`src/rtl/acc_cpu_pkg.sv`:
```
// Shared opcode, state and width definitions for the accumulator CPU core.
// Optional rotate opcodes (ROL/ROR) are enabled by the ACC_CPU_ROTATE_EN macro in the ALU.
package acc_cpu_pkg;
  localparam int OPC_W = 4;

  localparam logic [OPC_W-1:0] OP_ADD   = 4'h0;
  localparam logic [OPC_W-1:0] OP_SUB   = 4'h1;
  localparam logic [OPC_W-1:0] OP_STORE = 4'h2;
  localparam logic [OPC_W-1:0] OP_LOAD  = 4'h3;
  localparam logic [OPC_W-1:0] OP_LDI   = 4'h4;
  localparam logic [OPC_W-1:0] OP_AND   = 4'h5;
  localparam logic [OPC_W-1:0] OP_OR    = 4'h6;
  localparam logic [OPC_W-1:0] OP_XOR   = 4'h7;
  localparam logic [OPC_W-1:0] OP_NOT   = 4'h8;
  localparam logic [OPC_W-1:0] OP_SHL   = 4'h9;
  localparam logic [OPC_W-1:0] OP_SHR   = 4'hA;
  localparam logic [OPC_W-1:0] OP_ADDM  = 4'hB;
  localparam logic [OPC_W-1:0] OP_ROL   = 4'hC;
  localparam logic [OPC_W-1:0] OP_ROR   = 4'hD;

  typedef enum logic [1:0] {
    ST_IDLE = 2'd0,
    ST_EXEC = 2'd1,
    ST_WB   = 2'd2
  } state_t;
endpackage

```
`src/rtl/acc_cpu_alu.sv`:
```
// Combinational ALU: result, carry/shift-out and accumulator write enable per opcode.
// ROL/ROR exist only when ACC_CPU_ROTATE_EN is defined; otherwise C-F are NOPs.
module acc_cpu_alu
  import acc_cpu_pkg::*;
#(
  parameter int DATA_W = 8
) (
  input  logic [OPC_W-1:0]  opcode,
  input  logic [DATA_W-1:0] a,
  input  logic [DATA_W-1:0] b,
  output logic [DATA_W-1:0] result,
  output logic              carry,
  output logic              writes_acc
);
  logic [DATA_W:0] sum;
  logic [DATA_W:0] diff;

  // The extra top bit of the difference is the borrow (a < b).
  assign sum  = {1'b0, a} + {1'b0, b};
  assign diff = {1'b0, a} - {1'b0, b};

  always_comb begin
    result     = a;
    carry      = 1'b0;
    writes_acc = 1'b1;
    case (opcode)
      OP_ADD, OP_ADDM: begin result = sum[DATA_W-1:0];  carry = sum[DATA_W];  end
      OP_SUB:          begin result = diff[DATA_W-1:0]; carry = diff[DATA_W]; end
      OP_LOAD, OP_LDI: result = b;
      OP_AND:          result = a & b;
      OP_OR:           result = a | b;
      OP_XOR:          result = a ^ b;
      OP_NOT:          result = ~a;
      OP_SHL:          begin result = {a[DATA_W-2:0], 1'b0}; carry = a[DATA_W-1]; end
      OP_SHR:          begin result = {1'b0, a[DATA_W-1:1]}; carry = a[0];        end
`ifdef ACC_CPU_ROTATE_EN
      OP_ROL:          begin result = {a[DATA_W-2:0], a[DATA_W-1]}; carry = a[DATA_W-1]; end
      OP_ROR:          begin result = {a[0], a[DATA_W-1:1]};        carry = a[0];        end
`endif
      default:         writes_acc = 1'b0;
    endcase
  end
endmodule

```
`src/rtl/acc_cpu_core.sv`:
```
// Accumulator CPU core: IDLE -> EXEC -> WB per accepted op, result strobe in WB.
// Rotate opcodes are selected by ACC_CPU_ROTATE_EN (see acc_cpu_alu).
module acc_cpu_core
  import acc_cpu_pkg::*;
#(
  parameter int DATA_W = 8,
  parameter int ADDR_W = 4
) (
  input  logic              clk,
  input  logic              rst_n,
  input  logic              ena,
  input  logic              op_valid,
  output logic              op_ready,
  input  logic [OPC_W-1:0]  opcode,
  input  logic [ADDR_W-1:0] op_addr,
  input  logic [DATA_W-1:0] op_data,
  output logic              res_valid,
  output logic [DATA_W-1:0] acc_out,
  output logic              flag_z,
  output logic              flag_c,
  output logic              busy
);
  localparam int DEPTH = 1 << ADDR_W;

  state_t              state_q, state_d;
  logic [OPC_W-1:0]    opc_q;
  logic [ADDR_W-1:0]   addr_q;
  logic [DATA_W-1:0]   imm_q;
  logic [DATA_W-1:0]   acc_q, acc_d;
  logic                z_q, z_d, c_q, c_d;
  logic [DATA_W-1:0]   mem_q [DEPTH];

  logic [DATA_W-1:0]   alu_b, alu_res;
  logic                alu_c, alu_wr, xfer;

  assign op_ready  = (state_q == ST_IDLE) && ena;
  assign xfer      = op_valid && op_ready;
  assign busy      = (state_q != ST_IDLE);
  assign res_valid = (state_q == ST_WB);
  assign acc_out   = acc_q;
  assign flag_z    = z_q;
  assign flag_c    = c_q;

  assign alu_b = ((opc_q == OP_LOAD) || (opc_q == OP_ADDM)) ? mem_q[addr_q] : imm_q;

  acc_cpu_alu #(.DATA_W(DATA_W)) u_alu (
    .opcode     (opc_q),
    .a          (acc_q),
    .b          (alu_b),
    .result     (alu_res),
    .carry      (alu_c),
    .writes_acc (alu_wr)
  );

  always_comb begin
    state_d = state_q;
    acc_d   = acc_q;
    z_d     = z_q;
    c_d     = c_q;
    case (state_q)
      ST_IDLE: if (xfer) state_d = ST_EXEC;
      ST_EXEC: begin
        state_d = ST_WB;
        if (alu_wr) begin
          acc_d = alu_res;
          z_d   = (alu_res == '0);
          c_d   = alu_c;
        end
      end
      ST_WB:   state_d = ST_IDLE;
      default: state_d = ST_IDLE;
    endcase
  end

  // Acc/flags become visible with res_valid; the memory write lands at the end of WB,
  // so a reset anywhere inside the op leaves memory untouched.
  always_ff @(posedge clk or negedge rst_n) begin
    if (!rst_n) begin
      state_q <= ST_IDLE;
      opc_q   <= '0;
      addr_q  <= '0;
      imm_q   <= '0;
      acc_q   <= '0;
      z_q     <= 1'b0;
      c_q     <= 1'b0;
      for (int i = 0; i < DEPTH; i++) mem_q[i] <= '0;
    end else begin
      state_q <= state_d;
      acc_q   <= acc_d;
      z_q     <= z_d;
      c_q     <= c_d;
      if (xfer) begin
        opc_q  <= opcode;
        addr_q <= op_addr;
        imm_q  <= op_data;
      end
      if ((state_q == ST_WB) && (opc_q == OP_STORE)) mem_q[addr_q] <= acc_q;
    end
  end
endmodule

```
`config.mk`:
```
export PLATFORM = sky130hd
export DESIGN_NAME = acc_cpu_core
export DESIGN_NICKNAME = d
export VERILOG_FILES = /design/src/rtl/acc_cpu_pkg.sv /design/src/rtl/acc_cpu_alu.sv /design/src/rtl/acc_cpu_core.sv
export SDC_FILE = /design/constraint.sdc
export NUM_CORES = 1
export LEC_CHECK = 0
export BUFFER_PORTS_ARGS = -buffer_cell sky130_fd_sc_hd__buf_2
export CAP_MARGIN = 40
export CORE_MARGIN = 1
export CORE_UTILIZATION = 55
export CTS_CLUSTER_SIZE = 24
export DETAILED_ROUTE_END_ITERATION = 6
export GPL_TIMING_DRIVEN = 0
export PLACE_DENSITY = 0.72
export SYNTH_ARGS = -nofsm -noshare
export SYNTH_HDL_FRONTEND = slang
export SYNTH_HIERARCHICAL = 1
export SYNTH_SLANG_ARGS = --single-unit
```
`constraint.sdc`:
```
create_clock -name clk -period 6.4 [get_ports clk]
set_clock_uncertainty 0.2 [all_clocks]
set_input_delay 0.32 -clock clk [delete_from_list [all_inputs] [get_ports clk]]
set_output_delay 0.32 -clock clk [all_outputs]
set_load 0.01 [all_outputs]
```
==> results of run 1 <==
## where the power goes
group	internal (mW)	switching (mW)	total [mW]
sequential	1.08	0.202	1.28
combinational	0.518	0.840	1.36
clock	0.636	0.414	1.05
## final timing paths
kind / from / end / slack (ns) / cells after the start
worst max-delay path: addr_q[0] / flag_z / 1.41 / 20
worst min-delay path: rst_n / mem_q[89] / 0.25 / 2
worst max register to register: addr_q[0] / flag_z / 1.41 / 20
worst min register to register: mem_q[67] / mem_q[67] / 0.30 / 1
max in group asynchronous: rst_n / mem_q[75] / 4.88 / 3
min in group clk: mem_q[67] / mem_q[67] / 0.30 / 1
## synthesized netlist by cell type (10+ instances only)
library cell  count
nand2_1          31
o21ai_0          13
mux2_2          152
inv_1            28
ha_1             24
mux2i_1          32
mux4_2           22
a21oi_1          21
nor2_1           40
buf_2            13
dfrtp_1         156
clkbuf_1         17
nor2b_1          10
## through the flow
step           cells  hold WS, ns  power (mW)  area, um^2  util (%)
6_report        1006        0.248        3.69        9960      65.0
3_3_place_gp     956        0.271        2.55        9130      59.6
5_1_grt         1006        0.288        3.86        9960      65.0
3_5_place_dp     957        0.147        2.60        9170      59.8
4_1_cts         1005        0.266        3.66        9950      65.0
2_1_floorplan    713       -0.176        2.12        8710         -
## worst register-to-register path, cell delays in order, from the launching register on
cell	delay, ns
dfrtp_1	0.33
buf_4	0.20
buf_4	0.28
buf_2	0.40
buf_4	0.30
mux2i_1	0.25
nor3_1	0.07
nor4_1	0.47
a31oi_1	0.28
inv_1	0.18
ha_1	0.25
buf_2	0.19
nand2b_1	0.12
a21oi_1	0.08
a211oi_1	0.34
mux2i_1	0.23
o21ai_1	0.08
o22a_1	0.22
nor4_1	0.23
nand2_1	0.07
o21ai_0	0.16
## kinds of logic after synthesis
logic type,synth area share (%)
buffers and inverters,3.64
adder cells (fa/ha/maj),3.91
flip-flops,44.8
AO/OA/AOI/OAI,9.57
multiplexers,29.0
XOR/XNOR,0.201
AND/OR/NAND/NOR,8.82
## metal layers
layer	track usage, %	share of wire, %
met1	43.1	44
met2	48.9	46
met5	0	0
met4	12.4	2.8
met3	7.39	6.5
## final cells by class
type | count | share of cell area (%)
Multi-Input combinational cell | 487 | 45.1
Sequential cell | 156 | 39.2
Clock buffer | 19 | 4.55
Timing Repair Buffer | 51 | 3.77
Tap cell | 211 | 2.65
Buffer | 42 | 2.12
Clock inverter | 12 | 1.60
Inverter | 28 | 1.06
## state kept, by name, indices dropped and copies added (netlist names)
| name | flops |
|---|---|
| flag_z | 1 |
| acc_out | 8 |
| state_q | 2 |
| imm_q | 8 |
| flag_c | 1 |
| opc_q | 4 |
| addr_q | 4 |
| mem_q | 128 |
==> impl_results.md, run 1 <==
* Worst Setup Slack, final at approximately 1.4 ns
* Final slew viol count at 0
* Final Setup Violations at 0
* CP max FO at 10
* Synth warnings at 6
* Crit Path Class: register to register
* Max-cap violations at 0
* PD cells at around 370 nW/um^2
* Synth top area cells: dfrtp_1 (45%), mux2_2 (20%), mux4_2 (5.7%)
* Routed len/inst at 24.1 um
* # DRC at 0
* Critical path startpoint category: register
* Synthesized flop and latch total at 156
* Dominant cell type by area after synthesis: dfrtp_1
* Worst path top cell family by delay: buffers and inverters
* Nets@finish at ~830
* Largest net degree at the start of global routing at 96
* Router iterations before antenna repair at 5
* Worst-path cell chain: buf_4 > buf_4 > buf_2 > buf_4 > mux2i_1 > nor3_1 > nor4_1 > a31oi_1 > inv_1 > ha_1 > buf_2 > nand2b_1 > a21oi_1 > a211oi_1 > mux2i_1 > o21ai_1 > o22a_1 > nor4_1 > nand2_1 > o21ai_0
* Cell variety after synth at 65
* Chip width at 128 um
* Die Area at 16300 um^2
* Final Wtd Congestion at 0.906
* Post-CTS setup buffer count at 0
* Via density at 6.32
* Area Overhead vs Synth at 14.4%
* Ant. Diodes at 0
* Antenna violations before repair at 0
* Area share of the largest cell type after synthesis at 44.8%
* DRT Wirelength at roughly 24000 um
* IO buf count at 32
* Max Clk Rate at 200 MHz
* CTS Buf Count at 17
* Most common cell after layout, fill and taps aside: dfrtp_1
* Final Critical Period at approximately 5 ns
* CP bufs+invs at 6
* Worst slew pin tran at 0.868 ns
* Most frequent cells in the layout: dfrtp_1 (156), mux2_2 (152), buf_2 (44)
* Core area at 15300 um^2
* Clk pin slew, worst setup/hold paths at 0.06 ns
* Required @ worst endpoint at ~6.6 ns
* H-tree Lvls at 4
* Fraction of layout cells with a size suffix above 1 at a little over a third
* Hold buffer count at cts at 17
* Slew HR at 42.1%
* Post-DP HPWL at 16700 um
* First-pass GRT wire length at 37700 um
* Crit-path slowest cell: nor4_1
* Crit path capture type: register
* Synthesized Nets at approximately 760
* Sequential area share after synthesis at between 40 and 50%
* CP dominant cell by count: buf_4
* EDFF count, synth at 0
* Clk sink count at 156
* Crit share post-route at 78.0%
* Worst-Skew Late Latency at 0.44 ns
* Area of the multi-input gates at 4490 um^2
* Mapped Area at 8710 um^2
* Top_reg_cell synth: dfrtp_1
* Post-CTS resize count at 0
* Place WS at 1.54 ns
* RSZ-0062 raised after global routing: no
* Mapped Avg Cell Area at 12.2 um^2
* Area taken by flip-flops and latches at between 3000 and 4000 um^2
* Die Y at 128 um
* Async SR Flop Fraction at 100%
* Vias in the first global route at roughly 6.5k
* Initial Utilization at 56.9%
* Status: completed
* Pleak at 4.69 nW
* I/O pin total at 33
* Clk root buf: clkbuf_16
* GR Overflow Total at 0
* Post-Synthesis Cells at 713
* Setup TNS Final at 0 ns
* Total global-route track usage at 31.5%
* Final hold vios at 0
* DR vias at 6362
* Max VDD drop at around 0.3 mV
* Routed Antenna Nets at 0
* Clk buf depth at 2
* CTS tree: built
* Fillers at 1168
* Initial detailed-routing violation count at 571
* Critical path data arrival time at 5.14 ns
* Hold Crit Class: input port to asynchronous set/reset pin
* # rows at 45
* Critical Path Max Stage Delay at 0.47 ns
Note: power is estimated with default switching activity, not from simulation.
==> run 2, diff against run 1 <==
--- a/config.mk
+++ b/config.mk
@@ -5,6 +5,7 @@
 export SDC_FILE = /design/constraint.sdc
 export NUM_CORES = 1
 export LEC_CHECK = 0
+export ABC_AREA = 1
 export BUFFER_PORTS_ARGS = -buffer_cell sky130_fd_sc_hd__buf_2
 export CAP_MARGIN = 40
 export CORE_MARGIN = 1
==> constraint.sdc (replaced) <==
create_clock -name clk -period 5.24 [get_ports clk]
set_clock_uncertainty 0.2 [all_clocks]
set_input_delay 0.262 -clock clk [delete_from_list [all_inputs] [get_ports clk]]
set_output_delay 0.262 -clock clk [all_outputs]
set_load 0.01 [all_outputs]
==> run 2 against run 1 <==
Compared with the run above: clock power rose by 14%; core utilization down 0.94 points; flip-flop and latch count did not move; first-iteration DRC count is 78% higher; non-clock buffer count increased by 17; area after synthesis increased by 3.2%; sequential power up 16%; combinational power rose by 25%; critical path depth grew 5; worst setup slack got worse by 0.78 ns; die area grew 3.1%; synthesized cell count is 72% higher; largest power group unchanged.
==> impl_results.md, run 2 <==
* Worst slew pin tran at 0.716 ns (was 0.868 ns)
* Final Critical Period at 4.61 ns (was 4.99 ns)
* Routed Antenna Nets at 0 (unchanged)
* Max VDD drop at 0.262 mV (was 0.300 mV)
* Final Setup Violations at 0 (unchanged)
* # rows at 46 (was 45)
* Mapped Avg Cell Area at 7.32 um^2 (was 12.2 um^2)
* Nets@finish at 1345 (was 829)
* Final hold vios at 0 (unchanged)
* PD cells at 430 nW/um^2 (was 370 nW/um^2)
* IO buf count at 32 (unchanged)
* Post-CTS resize count at 0 (unchanged)
* Final Core Density at 64.1% (was 65.0%)
* Post-CTS setup buffer count at 0 (unchanged)
* CTS Buf Count at 17 (unchanged)
* Core area at 15900 um^2 (was 15300 um^2)
* DR vias at 8554 (was 6362)
* Dominant cell type by area after synthesis: dfrtp_1 (unchanged)
* Slew HR at 52.2% (was 42.1%)
* Ant. Diodes at 0 (unchanged)
* Post-Synthesis Cells at 1228 (was 713)
* Max Clk Rate at 217 MHz (was 200 MHz)
* Die Y at 130 um (was 128 um)
* Area Overhead vs Synth at 13.7% (was 14.4%)
* R2R depth at 25 (was 20)
* Most common cell in the netlist: nand2_1 (was dfrtp_1)
* Synthesized Nets at 1274 (was 759)
* Setup TNS Final at 0 ns (unchanged)
* Area share of the largest cell type after synthesis at 43.4% (was 44.8%)
* Max reg flops at 128 (unchanged)
* Final slew viol count at 0 (unchanged)
* Met2 usage at 51.9% (was 48.9%)
* Total global-route track usage at 34.1% (was 31.5%)
* FF-to-FF setup slack at 0.63 ns (was 1.41 ns)
* Die Area at 16900 um^2 (was 16300 um^2)
* Worst-Skew Late Latency at 0.44 ns (about the same)
* Initial detailed-routing violation count at 1018 (was 571)
* Met1 GRT Util at 49.2% (was 43.1%)
* RSZ-0062 raised after global routing: no (unchanged)
* Fraction of layout cells with a size suffix above 1 at 9.76% (was 35.2%)
* Async SR Flop Fraction at 100% (unchanged)
* Synthesized flop and latch total at 156 (unchanged)
* Reg with most FFs: mem_q (unchanged)
* Met3 Resource Use GR at 6.31% (was 7.39%)
* Worst Hold Depth at 5
* List of most frequent post-synthesis cells: nand2_1 (518), dfrtp_1 (156), o21ai_0 (132) (was dfrtp_1 (156), mux2_2 (152), nor2_1 (40))
* Fillers at 1494 (was 1168)
* Most frequent cells in the layout: nand2_1 (518), dfrtp_1 (156), o21ai_0 (132) (was dfrtp_1 (156), mux2_2 (152), buf_2 (44))
* Cell variety after synth at 37 (was 65)
* CP max FO at 10 (unchanged)
* I/O pin total at 33 (unchanged)
* Max-cap violations at 0 (unchanged)
* Hold Crit Class: input port to register (was input port to asynchronous set/reset pin)
* Final Power at 4.40 mW (was 3.69 mW)
* Initial Utilization at 56.4% (was 56.9%)
* Clk sink count at 156 (unchanged)
* Status: completed (unchanged)
* Most common cell after layout, fill and taps aside: nand2_1 (was dfrtp_1)
* Crit Path Class: register to register (unchanged)
* DRT Wirelength at 27200 um (was 24300 um)
* Crit share post-route at 88.0% (was 78.0%)
* Pleak at 5.07 nW (was 4.69 nW)
* Clk buf depth at 2 (unchanged)
* Via density at 5.60 (was 6.32)
* Clk pin slew, worst setup/hold paths at 0.07 ns (was 0.06 ns)
* Hold buffer count at cts at 19 (was 17)
* Synth warnings at 6 (unchanged)
* H-tree Lvls at 4 (unchanged)
* Clk root buf: clkbuf_16 (unchanged)
* Routed len/inst at 17.8 um (was 24.1 um)
* Critical path startpoint category: register (unchanged)
* GR Overflow Total at 0 (unchanged)
* # DRC at 0 (unchanged)
* Router iterations before antenna repair at 5 (unchanged)
* Post-DP HPWL at 19300 um (was 16700 um)
* Top_reg_cell synth: dfrtp_1 (unchanged)
* EDFF count, synth at 0 (unchanged)
* Synth top area cells: dfrtp_1 (43%), nand2_1 (22%), o21ai_0 (7.4%) (was dfrtp_1 (45%), mux2_2 (20%), mux4_2 (5.7%))
* Largest net degree at the start of global routing at 99 (was 96)
* Final Hold Slack at 0.0807 ns (was 0.248 ns)
* Critical path data arrival time at 4.79 ns (was 5.14 ns)
* Vias in the first global route at 7739 (was 6482)
* Final Wtd Congestion at 0.955 (was 0.906)
* Placed Cells at 1477 (was 957)
* Post-Layout Cell Count at 1528 (was 1006)
* Antenna violations before repair at 0 (unchanged)
* Chip width at 130 um (was 128 um)
* Required @ worst endpoint at 5.42 ns (was 6.55 ns)
* CTS tree: built (unchanged)
* Gr busiest metal: met2 (unchanged)
* Sequential area share after synthesis at 43.4% (was 44.8%)
* Crit path capture type: register (unchanged)
* Mapped Area at 8980 um^2 (was 8710 um^2)
* First-pass GRT wire length at 42300 um (was 37700 um)
## run 2: cell count changes in the layout (fill, tap and decap cells not counted), moves of 22 or more
cell	previous run	this run
inv_1	28	79
mux2_2	152	1
mux2i_1	32	0
mux4_2	22	0
nand2_1	31	518
nand3_1	6	78
nand4_1	1	25
nor2_1	40	71
o21ai_0	13	132
## run 2: per-layer routing
layer	vias up	wire length, um
met4	0	710
met1	4016	12100
met3	65	2240
li1	4077	-
met2	396	12100
met5	-	0
## run 2: worst max-delay path, stage by stage, from the launching register on
cell	delay [ns]
dfrtp_1	0.41
inv_1	0.11
buf_2	0.25
buf_1	0.58
nand2_1	0.10
nand2_1	0.12
nand2_1	0.06
nand2_1	0.10
nand2_1	0.08
nand3_1	0.13
nor2_1	0.09
nor2_1	0.33
inv_1	0.15
ha_1	0.29
buf_2	0.18
o21ai_0	0.24
inv_1	0.09
nand2_1	0.07
nand2_1	0.06
nand3_1	0.09
nand2_1	0.06
nor2_1	0.18
nand2_1	0.11
nor3_1	0.28
nand3_1	0.13
nand2_1	0.08
## run 2: logic make-up after synthesis
group,synth area share (%)
compound gates,9.94
xor+xnor,0.0975
fa+ha+maj,3.79
buf+inv,7.66
flops,43.4
mux,0.125
simple gates,34.9
## run 2: area by class of cell
| type | count | area, um^2 | area share, % |
|---|---|---|---|
| Timing Repair Buffer | 52 | 388 | 3.80 |
| Buffer | 58 | 373 | 3.65 |
| Multi-Input combinational cell | 930 | 4390 | 43.0 |
| Inverter | 84 | 315 | 3.09 |
| Clock inverter | 15 | 149 | 1.46 |
| Tap cell | 216 | 270 | 2.65 |
| Sequential cell | 156 | 3900 | 38.2 |
| Clock buffer | 17 | 425 | 4.16 |
## run 2: metrics by stage
stage                     instance area (um^2)  setup slack [ns]
final                                    10200             0.628
after global routing                     10200             0.328
after CTS                                10200             0.845
after detailed placement                  9450             0.887
after global placement                    9420             0.907
after floorplan                           8980              2.13
## run 2: final timing paths
| kind | start | to |
|---|---|---|
| hold reg to reg | state_q[1] | state_q[1] |
| setup / recovery | addr_q[0] | flag_z |
| setup reg to reg | addr_q[0] | flag_z |
| hold / removal | op_valid | addr_q[0] |
| max in group asynchronous | rst_n | mem_q[49] |
| min in group asynchronous | rst_n | flag_c |
## run 2: report_power, final
part | internal [mW] | leakage (nW) | switching (mW)
Clock | 0.633 | 0.277 | 0.571
Combinational | 0.475 | 2.67 | 1.22
Sequential | 1.34 | 2.12 | 0.156
Total | 2.45 | 5.07 | 1.95
==> run 3, diff against run 2 <==
--- a/config.mk
+++ b/config.mk
@@ -16,5 +16,4 @@
 export PLACE_DENSITY = 0.72
 export SYNTH_ARGS = -nofsm -noshare
 export SYNTH_HDL_FRONTEND = slang
-export SYNTH_HIERARCHICAL = 1
 export SYNTH_SLANG_ARGS = --single-unit
==> run 3 against run 2 <==
Compared with the run above: sequential power down 3%; sequential share of layout area up 2.1 points; core utilization up 1.7 points; critical path depth down 2; largest cell class unchanged; largest power group unchanged; final area down 5.3%; routed wire length up 0.21%; worst hold slack better by 0.0079 ns; critical endpoint unchanged.
==> impl_results.md, run 3 <==
* Routed Antenna Nets at 0 (unchanged)
* WL met2 at 12000 um (was 12100 um)
* CP max FO at 10 (unchanged)
* Initial Utilization at 57.2% (was 56.4%)
* Worst-Skew Late Latency at 0.44 ns (about the same)
* Clk pwr share at 31.9% (was 27.4%)
* Routed len/inst at 19.1 um (was 17.8 um)
* Hold path startpoint: op_valid (unchanged)
* Fraction of layout cells with a size suffix above 1 at 7.90% (was 9.76%)
* Post-CTS setup buffer count at 0 (unchanged)
* Worst Hold Depth at 5 (unchanged)
* Mapped Avg Cell Area at 7.26 um^2 (was 7.32 um^2)
* Vias in the first global route at 7740 (was 7739)
* CTS tree: built (unchanged)
* CTS Buf Count at 17 (unchanged)
* Initial detailed-routing violation count at 870 (was 1018)
* Mapped Area at 8410 um^2 (was 8980 um^2)
* Async SR Flop Fraction at 100% (unchanged)
* Crit share post-route at 76.2% (was 88.0%)
* Max reg flops at 128 (unchanged)
* Area share of the largest cell type after synthesis at 46.4% (was 43.4%)
* Dominant cell type by area after synthesis: dfrtp_1 (unchanged)
* Required @ worst endpoint at 5.41 ns (was 5.42 ns)
* RSZ-0062 raised after global routing: no (unchanged)
* # rows at 44 (was 46)
* Final Core Density at 65.8% (was 64.1%)
* Place WS at 1.37 ns (was 0.887 ns)
* Sequential area share after synthesis at 46.4% (was 43.4%)
* Router iterations before antenna repair at 6 (was 5)
* Reg with most FFs: mem_q (unchanged)
* Critical path startpoint category: register (unchanged)
* FF-to-FF setup slack at 1.25 ns (was 0.63 ns)
* CP dominant cell by count: nand2_1 (unchanged)
* Fillers at 1309 (was 1494)
* List of most frequent post-synthesis cells: nand2_1 (489), o21ai_0 (167), dfrtp_1 (156) (was nand2_1 (518), dfrtp_1 (156), o21ai_0 (132))
* Most frequent cells in the layout: nand2_1 (489), o21ai_0 (167), dfrtp_1 (156) (was nand2_1 (518), dfrtp_1 (156), o21ai_0 (132))
* Top_reg_cell synth: dfrtp_1 (unchanged)
* Worst slew pin tran at 0.888 ns (was 0.716 ns)
* Final Wtd Congestion at 0.977 (was 0.955)
* PD cells at 457 nW/um^2 (was 430 nW/um^2)
* Post-Layout Cell Count at 1425 (was 1528)
* Hold worst-path end: addr_q[3] (was addr_q[0])
* Crit path capture type: register (unchanged)
* Largest net degree at the start of global routing at 90 (was 99)
* Post-CTS resize count at 0 (unchanged)
* Uppermost routed layer: met4 (unchanged)
* Crit-path slowest cell: nor2_2 (was buf_1)
* Nets@finish at 1275 (was 1345)
* Slew HR at 40.8% (was 52.2%)
* Met1 WL at 11200 um (was 12100 um)
* DR vias at 8199 (was 8554)
* Met3 wire len at 2770 um (was 2240 um)
* DRT Wirelength at 27200 um (about the same)
* Clk sink count at 156 (unchanged)
* Clk buf depth at 2 (unchanged)
* Final hold vios at 0 (unchanged)
* Ant. Diodes at 0 (unchanged)
* Clk root buf: clkbuf_16 (unchanged)
* # DRC at 0 (unchanged)
* Synthesized flop and latch total at 156 (unchanged)
* Chip width at 126 um (was 130 um)
* Critical Path Max Stage Delay at 0.40 ns (was 0.58 ns)
* Die Area at 15800 um^2 (was 16900 um^2)
* R2R depth at 23 (was 25)
* GR Overflow Total at 0 (unchanged)
* Setup TNS Final at 0 ns (unchanged)
* Post-DP HPWL at 18300 um (was 19300 um)
* Cell variety after synth at 32 (was 37)
* Worst Setup Slack, final at 1.25 ns (was 0.628 ns)
* Synth warnings at 0 (was 6)
* Via density at 5.75 (was 5.60)
* H-tree Lvls at 4 (unchanged)
* Critical path data arrival time at 4.16 ns (was 4.79 ns)
* Switching share of power at 40.8% (was 44.4%)
* Area Overhead vs Synth at 15.0% (was 13.7%)
* Comb pwr share at 35.6% (was 38.6%)
* Max VDD drop at 0.307 mV (was 0.262 mV)
* Final slew viol count at 0 (unchanged)
* Worst r2r dst: flag_z (unchanged)
* Most common cell in the netlist: nand2_1 (unchanged)
* I/O pin total at 33 (unchanged)
* Area of the multi-input gates at 3970 um^2 (was 4390 um^2)
* Max Clk Rate at 250 MHz (was 217 MHz)
* Register share of total power at 32.6% (was 34.0%)
* Placed Cells at 1375 (was 1477)
* Net Sw Power at 1.80 mW (was 1.95 mW)
* Synth top area cells: dfrtp_1 (46%), nand2_1 (22%), o21ai_0 (9.9%) (was dfrtp_1 (43%), nand2_1 (22%), o21ai_0 (7.4%))
* Post-Synthesis Cells at 1158 (was 1228)
* Worst-path cell chain: buf_4 > nor2_2 > buf_2 > nand2_1 > nand2_1 > nor2_1 > nor2_1 > nor2_1 > nand2_1 > nand2_1 > ha_1 > buf_2 > nor2_1 > nand3_1 > nand3_1 > nand2_1 > inv_1 > nor2_1 > o21ai_0 > nand4_1 > a21oi_1 > nand3_1 > nand2_1
* EDFF count, synth at 0 (unchanged)
* Antenna violations before repair at 0 (unchanged)
* Hold Crit Class: input port to register (unchanged)
* Synthesized Nets at 1205 (was 1274)
* Final Power at 4.42 mW (was 4.40 mW)
* Total global-route track usage at 36.2% (was 34.1%)
* Final Critical Period at 3.99 ns (was 4.61 ns)
* Core area at 14700 um^2 (was 15900 um^2)
* Area taken by flip-flops and latches at 3900 um^2 (unchanged)
* First-pass GRT wire length at 42800 um (was 42300 um)
* Status: completed (unchanged)
* R2r startpoint: addr_q[0] (unchanged)
* Final Setup Violations at 0 (unchanged)
* Crit Path Class: register to register (unchanged)
* IO buf count at 32 (unchanged)
* Max-cap violations at 0 (unchanged)
* Cell Int Power at 2.62 mW (was 2.45 mW)
* Clk pin slew, worst setup/hold paths at 0.07 ns (about the same)
* Most common cell after layout, fill and taps aside: nand2_1 (unchanged)
* Pleak at 4.84 nW (was 5.07 nW)
* Die Y at 126 um (was 130 um)
[run 3: what timing repair did]
| action | 4_1_cts | 5_1_grt |
|---|---|---|
| endpoints found under the hold margin | 83 | 0 |
| hold buffers | 18 | 0 |
| setup endpoints to repair | 0 | 0 |
[run 3: final cells by class]
cell class / count / area share, %
clock buffers: 17 / 4.40
well taps: 184 / 2.38
inverters: 73 / 2.83
plain buffers: 58 / 2.74
clock inverters: 15 / 2.42
multi-input cells: 871 / 41.0
flip-flops and latches: 156 / 40.4
repair buffers: 51 / 3.87
[run 3: critical path, delay by kind of cell, from the launching register on]
family	cells	cell delay (ns)
AO/OA/AOI/OAI	2	0.29
flip-flops	1	0.36
buffers and inverters	4	0.78
adder cells (fa/ha/maj)	1	0.30
AND/OR/NAND/NOR	16	1.97
[run 3: cell families (layout without fill, tap and decap cells)]
group	after synthesis	count (layout)	synth area share (%)
simple gates	627	627	29.4
compound gates	214	214	13.3
flops	156	156	46.4
buf+inv	131	214	6.41
fa+ha+maj	27	27	4.20
xor+xnor	3	3	0.313
[run 3: power by group through the flow]
stage | Sequential, mW | Clock (mW) | Combinational [mW]
3_3_place_gp | 1.45 | 0 | 1.50
3_5_place_dp | 1.45 | 0 | 1.51
5_1_grt | 1.45 | 1.46 | 1.72
6_report | 1.44 | 1.41 | 1.57
2_1_floorplan | 1.44 | 0 | 0.965
4_1_cts | 1.43 | 1.41 | 1.53
[run 3: how the worst max path moves through the flow]
stage | from | end | slack (ns)
after floorplan | addr_q[1] | flag_z | 2.24
after global placement | addr_q[1] | flag_z | 1.36
after CTS | addr_q[1] | flag_z | 1.31
after global routing | addr_q[1] | flag_z | 1.02
final | addr_q[0] | flag_z | 1.25
after detailed placement | addr_q[1] | flag_z | 1.37
[run 3: metal layers]
| layer | up-vias | GRT usage (%) |
|---|---|---|
| li1 | 3831 | - |
| met1 | 3822 | 47.9 |
| met2 | 450 | 54.2 |
| met3 | 96 | 10.7 |
| met4 | 0 | 18.3 |
| met5 | - | 0 |
[run 3: stage by stage]
stage	hold slack [ns]	cell area [um^2]
after global placement	0.261	8800
after global routing	0.178	9670
after CTS	0.0278	9670
after floorplan	-0.234	8410
after detailed placement	0.101	8830
final	0.0886	9670
